===== src/rtl/fma_round_pipe.sv =====
// Two-stage IEEE-754 double rounding pipeline that sits after the FMA normalization shifter.
// Stage 1 registers the round-increment decision. Stage 2 applies it and registers the final result and flags.
module fma_round_pipe #(
    parameter int FRACW = 52,
    parameter int EXPW  = 13,
    parameter int EMAX  = 2047
) (
    input  logic             clk,
    input  logic             reset_n,
    input  logic             flush,
    input  logic             in_valid,
    output logic             in_ready,
    input  logic [FRACW+1:0] in_v,
    input  logic [EXPW-1:0]  in_exp,
    input  logic             in_sign,
    input  logic [2:0]       in_frm,
    output logic             out_valid,
    input  logic             out_ready,
    output logic [FRACW-1:0] out_frac,
    output logic [10:0]      out_exp,
    output logic             out_sign,
    output logic [2:0]       out_flags
);

    typedef enum logic [2:0] {
        RNE = 3'b000,
        RTZ = 3'b001,
        RDN = 3'b010,
        RUP = 3'b011,
        RMM = 3'b100
    } frm_e;

    logic             s1_valid, s2_valid;
    logic [FRACW-1:0] s1_frac;
    logic [EXPW-1:0]  s1_exp;
    logic             s1_sign;
    logic [2:0]       s1_frm;
    logic             s1_inc;
    logic             s1_nx;

    logic s1_adv, s2_adv;

    assign s2_adv    = ~s2_valid | out_ready;
    assign s1_adv    = ~s1_valid | s2_adv;
    assign in_ready  = s1_adv;
    assign out_valid = s2_valid;

    // The increment decision looks only at L, R, S, the sign and the rounding mode.
    logic rnd_l, rnd_r, rnd_s, inc_d;

    always_comb begin
        // NOTE: every always_comb output gets a default first, so that no path infers a latch.
        inc_d = 1'b0;
        rnd_l = in_v[2];
        rnd_r = in_v[1];
        rnd_s = in_v[0];
        case (in_frm)
            RTZ:     inc_d = 1'b0;
            RDN:     inc_d = in_sign & (rnd_r | rnd_s);
            RUP:     inc_d = ~in_sign & (rnd_r | rnd_s);
            RMM:     inc_d = rnd_r;
            default: inc_d = rnd_r & (rnd_s | rnd_l);
        endcase
    end

    // Stage 2 combinational datapath: add the increment, propagate a carry into the exponent, and saturate.
    logic [FRACW:0]   sum;
    logic             carry;
    logic [EXPW:0]    exp_inc;
    logic             ovf;
    logic             to_inf;
    logic [FRACW-1:0] frac_d;
    logic [10:0]      exp_d;
    logic [2:0]       flags_d;

    always_comb begin
        sum     = {1'b0, s1_frac} + (FRACW+1)'(s1_inc);
        carry   = sum[FRACW];
        exp_inc = {1'b0, s1_exp} + (EXPW+1)'(carry);
        ovf     = exp_inc >= (EXPW+1)'(EMAX);

        // Directed modes that round away from infinity saturate to max finite on overflow.
        case (s1_frm)
            RTZ:     to_inf = 1'b0;
            RDN:     to_inf = s1_sign;
            RUP:     to_inf = ~s1_sign;
            default: to_inf = 1'b1;
        endcase

        frac_d  = carry ? '0 : sum[FRACW-1:0];
        exp_d   = exp_inc[10:0];
        flags_d = {1'b0, (s1_exp == '0) & s1_nx & ~carry, s1_nx};
        if (ovf) begin
            frac_d  = to_inf ? '0 : '1;
            exp_d   = to_inf ? 11'(EMAX) : 11'(EMAX - 1);
            flags_d = 3'b101;
        end
    end

    always_ff @(posedge clk or negedge reset_n) begin
        if (!reset_n) begin
            s1_valid  <= 1'b0;
            s2_valid  <= 1'b0;
            s1_frac   <= '0;
            s1_exp    <= '0;
            s1_sign   <= 1'b0;
            s1_frm    <= '0;
            s1_inc    <= 1'b0;
            s1_nx     <= 1'b0;
            out_frac  <= '0;
            out_exp   <= '0;
            out_sign  <= 1'b0;
            out_flags <= '0;
        end else if (flush) begin
            s1_valid <= 1'b0;
            s2_valid <= 1'b0;
        end else begin
            // NOTE: state is updated with non-blocking assignments, so stage 2 samples the old stage 1 contents.
            if (s1_adv) begin
                s1_valid <= in_valid;
                if (in_valid) begin
                    s1_frac <= in_v[FRACW+1:2];
                    s1_exp  <= in_exp;
                    s1_sign <= in_sign;
                    s1_frm  <= in_frm;
                    s1_inc  <= inc_d;
                    s1_nx   <= in_v[1] | in_v[0];
                end
            end
            if (s2_adv) begin
                s2_valid <= s1_valid;
                if (s1_valid) begin
                    out_frac  <= frac_d;
                    out_exp   <= exp_d;
                    out_sign  <= s1_sign;
                    out_flags <= flags_d;
                end
            end
        end
    end

endmodule


===== config.mk =====
export PLATFORM = sky130hd
export DESIGN_NAME = fma_round_pipe
export DESIGN_NICKNAME = d
export VERILOG_FILES = /design/src/rtl/fma_round_pipe.sv
export SDC_FILE = /design/constraint.sdc
export NUM_CORES = 1
export LEC_CHECK = 0
export CAP_MARGIN = 15
export CORE_ASPECT_RATIO = 0.8
export CORE_MARGIN = 1
export CORE_UTILIZATION = 45
export CTS_BUF_LIST = sky130_fd_sc_hd__clkbuf_8
export DETAILED_ROUTE_END_ITERATION = 6
export PLACE_DENSITY = 0.72
export SLEW_MARGIN = 20
export SYNTH_ARGS = -nofsm -noshare
export SYNTH_HDL_FRONTEND = slang
export SYNTH_SLANG_ARGS = --single-unit

===== constraint.sdc =====
create_clock -name clk -period 3.8 [get_ports clk]
set_input_delay 0.76 -clock clk [delete_from_list [all_inputs] [get_ports clk]]
set_output_delay 0.76 -clock clk [all_outputs]
set_load 0.02 [all_outputs]

### Word level (Yosys, flattened, before mapping)

Cells that the tools add are included.

* bits in registers: 140
* bits of input ports: 76
* output and inout bits: 69
* word-level logic and storage cells: 54

* $add $sub $neg: 2
* order comparisons: 1
* eq/ne operators: 7
* multiplexer cells: 12
* bitwise gates (word level): 15
* reduce and logical (&&, ||, !) cells: 5

Operators with widths (number)
* 52-bit two-way mux: 3
* 52-bit by 1-bit adder with 53-bit output: 1
* 13-bit by 1-bit adder with 14-bit output: 1
* 14-bit by 11-bit greater-or-equal comparator with 1-bit output (second input constant): 1
* 13-bit logical NOT: 1
* 3-bit by 2-bit == test with 1-bit output (second input constant): 4
* 11-bit two-way mux: 1
* 3-bit by 1-bit == test with 1-bit output (second input constant): 2
* 1-bit inverter: 6
* 3-bit AND reduction: 2
* 1-bit bitwise AND: 5
* 1-bit two-way mux: 5
* 1-bit bitwise OR: 4
* 1-bit one-hot mux with 4 select lines: 1
* 2-bit nonzero test: 2
* 3-bit == test (second input constant): 1
* 3-bit two-way mux: 1
* 1-bit one-hot mux with 3 select lines: 1

### Logic depth before layout (Yosys ltp)

Gate-level depths: netlist of run 1.

* depth in word-level cells: 5
* depth in mapped cells: 17
* depth with buffers taken out: 14

### Worst setup path before layout of run 1

No wires, ideal clock.

* path kind: register to register
* start: reg s1_frac[35]
* end: reg out_frac[49]
* library setup time: 0.080 ns
* data arrival time: 3.617 ns
* required time: 3.720 ns
* slack: 0.103 ns
* stages on the path, launching flop included: 16
* buffers on the path: 3
* clock period less this slack: 3.697 ns
* cell sequence: dfrtp_1 -> and4_1 -> clkbuf_1 -> nand4_1 -> or4_1 -> nor3_1 -> ha_1 -> ha_1 -> a21boi_1 -> a31oi_1 -> o32ai_1 -> nand4_1 -> o31a_1 -> clkbuf_1 -> buf_2 -> o22ai_2

* word-level cells in the longest chain between the ends: 4
* elaborated cells on any way between the ends: 5
* those cells by class: 2 x add/sub; 1 x order compare; 2 x mux

Ends and longest elaborated chain
* start, declared: line 34 `logic [FRACW-1:0] s1_frac;`
* start signal, assigned: line 122 `s1_frac <= in_v[FRACW+1:2];`
* 52-bit by 1-bit adder with 53-bit output (*): line 77 `sum = {1'b0, s1_frac} + (FRACW+1)'(s1_inc);`
* 13-bit by 1-bit adder with 14-bit output: line 79 `exp_inc = {1'b0, s1_exp} + (EXPW+1)'(carry);`
* 14-bit by 11-bit greater-or-equal comparator with 1-bit output: line 80 `ovf = exp_inc >= (EXPW+1)'(EMAX);`
* 52-bit two-way mux (*): line 93 `if (ovf) begin`
* end signal, assigned: line 133 `out_frac <= frac_d;`
* end, declared: line 19 `output logic [FRACW-1:0] out_frac,`

Every way passes the cells marked *; elsewhere a longest branch is shown, timed or not.
A chain may end at the register's enable or synchronous reset.

### Worst setup path in the final report of run 1

* start: reg s1_frac[34]
* end: reg out_frac[45]

Same word-level chain as after synthesis.

==> flow_summary.ini, run 1 <==
[status]
status = completed

[synthesis]
yosys.area_share.simple = 0.2160
async_flop_share = 1.000
synth_cells = 728
synth_compound_area_frac = 0.07608
syn_nets = 808
synth_largest_area_cell = dfrtp_1
synth_top_area_frac = 0.4886
synth_top_family_by_area = simple AND/OR/NAND/NOR gates
synth_ff_type = dfrtp_1
synthMuxAreaShare = 0.1111
ys_warn_count = 0
ys_seq_area_frac = 0.4886
synthAdderAreaFrac = 0.006980
synth_area_um2 = 7171
synth.distinct_cells = 46
synth_seq_cells = 140
yosys-top-cells-area = dfrtp_1, mux2_2, nor2_1
synth_edf_count = 0
syn_area_per_cell_um2 = 9.850
synth_xor_area_frac = 0.06962

[detailed_routing]
drtAntennaViolNets = 0
avgViaCountPerCell = 5.625
wl_per_cell_um = 17.54
routed_wl_um = 19170
drtPass1Iterations = 5
vias = 6148
post-route-drc-count = 0
drtIter0Drc = 431

[floorplan]
die_height_um = 114.9
core-area_um2 = 15260
die_area_um2 = 16450
initial_core_util = 0.4698
fp.dieW_um = 143.1
ios = 145
rows = 40

[flow_run]
cap_violations = 0

[sta]
setup_violations = 0
fin_skew_ns = 0.009820
post-route-period-util = 0.9848
fin_ws_ns = 0.05790
fmax_ghz = 0.2672
maxSlewViolCount = 0
setup_tns_ns = 0
worst_slew_pin_slew_ns = 0.9294
hold_viol_final = 0
period_minus_slack_ns = 3.742
slew_headroom = 0.3804

[cells_and_area]
final_common_cell = clkdlybuf4s50_1
n_fill_cell = 1255
final_cell_mix = clkdlybuf4s50_1, dfrtp_1, nor2_1
areaGrowthSynthToFinish_pct = 31.27
multi_input_area_um2 = 3541
drive_gt1_frac = 0.1721
fin_nets = 950
regArea_um2 = 3503
n_antenna_cell = 0

[global_routing]
grt_pass1_vias = 6032
grt_max_degree = 104
grt_first_pass_wirelength_um = 30910
grt_remaining_overflow = 0
track_usage = 0.2443
antenna_found_initial = 0

[worst_setup_path]
start_kind = flop
worstSetupPathType = flop to flop
cp_max_fo = 25
ff2ff_path_depth = 13
worstPathArrival_ns = 4.13
max_stage_delay_ns = 0.57
crit_chain = and4_1, nand4_1, or4_1, nor3_2, ha_2, buf_4, nand3_1, o21ba_2, a211oi_1, nand4_1, o31a_2, buf_6, o22ai_2
rrSetupSlack_ns = 0.06
worstSetupEndpointType = flop
cp.required_ns = 4.18
critPathBufInv = 2
r2r-start = s1_frac[34]$_DFFE_PN0P_
cp_slowest_cell = or4_1
critical_path.most_common_cell = nand4_1
crit_family = simple AND/OR/NAND/NOR gates
r2r-end = out_frac[45]$_DFFE_PN0P_

[clock_network]
clock-root-buffer = clkbuf_8
clockBufferDepth = 2
htreeDepth = 4
cts-hold-fix-buffers = 0
numCtsBuffers = 17
clk_latency_ns = 0.46
cts_tree = built
clock-sinks = 140
clk_pin_slew_ns = 0.08

[power]
p_leak_nw = 3.718
ir_drop_mv = 0.2573
pwr_density_cell_nw_per_um2 = 502.7

[placement]
gp_congestion = 1.017
portBuffers = 144
dp_slack_ns = -0.1726
dp_hpwl_um = 13620

[worst_hold_path]
min_path_type = input pin to async pin
-- Yosys cell counts, drive strengths merged, types with 7 or more instances --
| cell type | n |
|---|---|
| buf | 13 |
| o21ai | 9 |
| nor4 | 19 |
| and3 | 13 |
| a31oi | 12 |
| nand4 | 24 |
| a21oi | 53 |
| mux2 | 69 |
| nand3 | 63 |
| clkbuf | 36 |
| nand2 | 46 |
| inv | 7 |
| nor2 | 86 |
| nor3 | 17 |
| xnor2 | 25 |
| dfrtp | 140 |
| xor2 | 32 |
-- state kept, by name (all words and copies together), names as in the netlist --
signal	flops
s1_sign	1
out_flags	3
out_valid	1
s1_nx	1
out_sign	1
out_exp	11
out_frac	52
s1_frac	52
s1_frm	3
s1_exp	13
s1_inc	1
s1_valid	1
-- cell families after synthesis --
family,Yosys count
buf+inv,56
fa+ha+maj,4
simple gates,307
xor+xnor,57
compound gates,93
flops,140
mux,71
-- worst max path at each step --
stage | startpoint | endpoint | slack (ns) | depth (start not counted)
CTS | s1_frac[38]$_DFFE_PN0P_ | out_frac[26]$_DFFE_PN0P_ | 0.02 | 13
floorplan | s1_frac[35]$_DFFE_PN0P_ | out_frac[49]$_DFFE_PN0P_ | 0.10 | 15
global placement | s1_frac[38]$_DFFE_PN0P_ | out_frac[50]$_DFFE_PN0P_ | 0.12 | 13
finish | s1_frac[34]$_DFFE_PN0P_ | out_frac[45]$_DFFE_PN0P_ | 0.06 | 13
detailed placement | s1_frac[0]$_DFFE_PN0P_ | out_frac[26]$_DFFE_PN0P_ | -0.17 | 15
global route | s1_frac[0]$_DFFE_PN0P_ | out_frac[20]$_DFFE_PN0P_ | -0.01 | 15
-- metrics by stage --
stage	hold WS [ns]	utilization	instances	instance area, um2	power [W]
detailed placement	0.4781	0.5819	1056	8882	0.003502
global route	0.4863	0.6166	1093	9413	0.004973
global placement	0.4747	0.5819	1056	8882	0.003463
floorplan	0.4538	-	728	7171	0.002803
CTS	0.4411	0.6092	1088	9299	0.004731
finish	0.4053	0.6166	1093	9413	0.004732
-- worst reg2reg max path, cell delays in order (launching register included) --
cell and delay, ns:
dfrtp_1 0.40, and4_1 0.25, nand4_1 0.14, or4_1 0.58, nor3_2 0.25, ha_2 0.25, buf_4 0.16, nand3_1 0.12
o21ba_2 0.24, a211oi_1 0.31, nand4_1 0.22, o31a_2 0.38, buf_6 0.19, o22ai_2 0.18
-- final cells by class --
type                    count  share of cell area
repair buffers            172              0.1785
inverters                   7            0.002791
clock inverters            15             0.01755
well taps                 210             0.02791
flip-flops and latches    140              0.3722
multi-input cells         532              0.3762
clock buffers              17             0.02486
-- what timing repair did --
action | 4_1_cts | 5_1_grt
setup endpoints to repair | 53 | 65
gates resized for setup | 4 | 17
setup buffers | 0 | 5
pin swaps | 0 | 4
-- report_power, final --
part	total [W]	leakage, nW	internal [W]	switching (W)
Sequential	0.00208	1.61	0.00179	0.000287
Combinational	0.00143	1.92	0.000725	0.000706
Clock	0.00123	0.190	0.000593	0.000633
-- routing by layer --
metal | vias to the layer above | share of wire | track usage
met5 | - | 0 | 0
met4 | 0 | 0.021 | 0.09677
met3 | 40 | 0.060 | 0.05414
met2 | 228 | 0.46 | 0.3821
met1 | 3000 | 0.46 | 0.3316
li1 | 2880 | - | -
Note: power is estimated with default switching activity, not from simulation.
==> inputs of run 2 (changes only) <==
- CAP_MARGIN: 15 -> unset
- HOLD_SLACK_MARGIN: unset -> 0.03
==> results of run 2 <==
The final DEF is identical to that of run 1; final timing and power are the same.
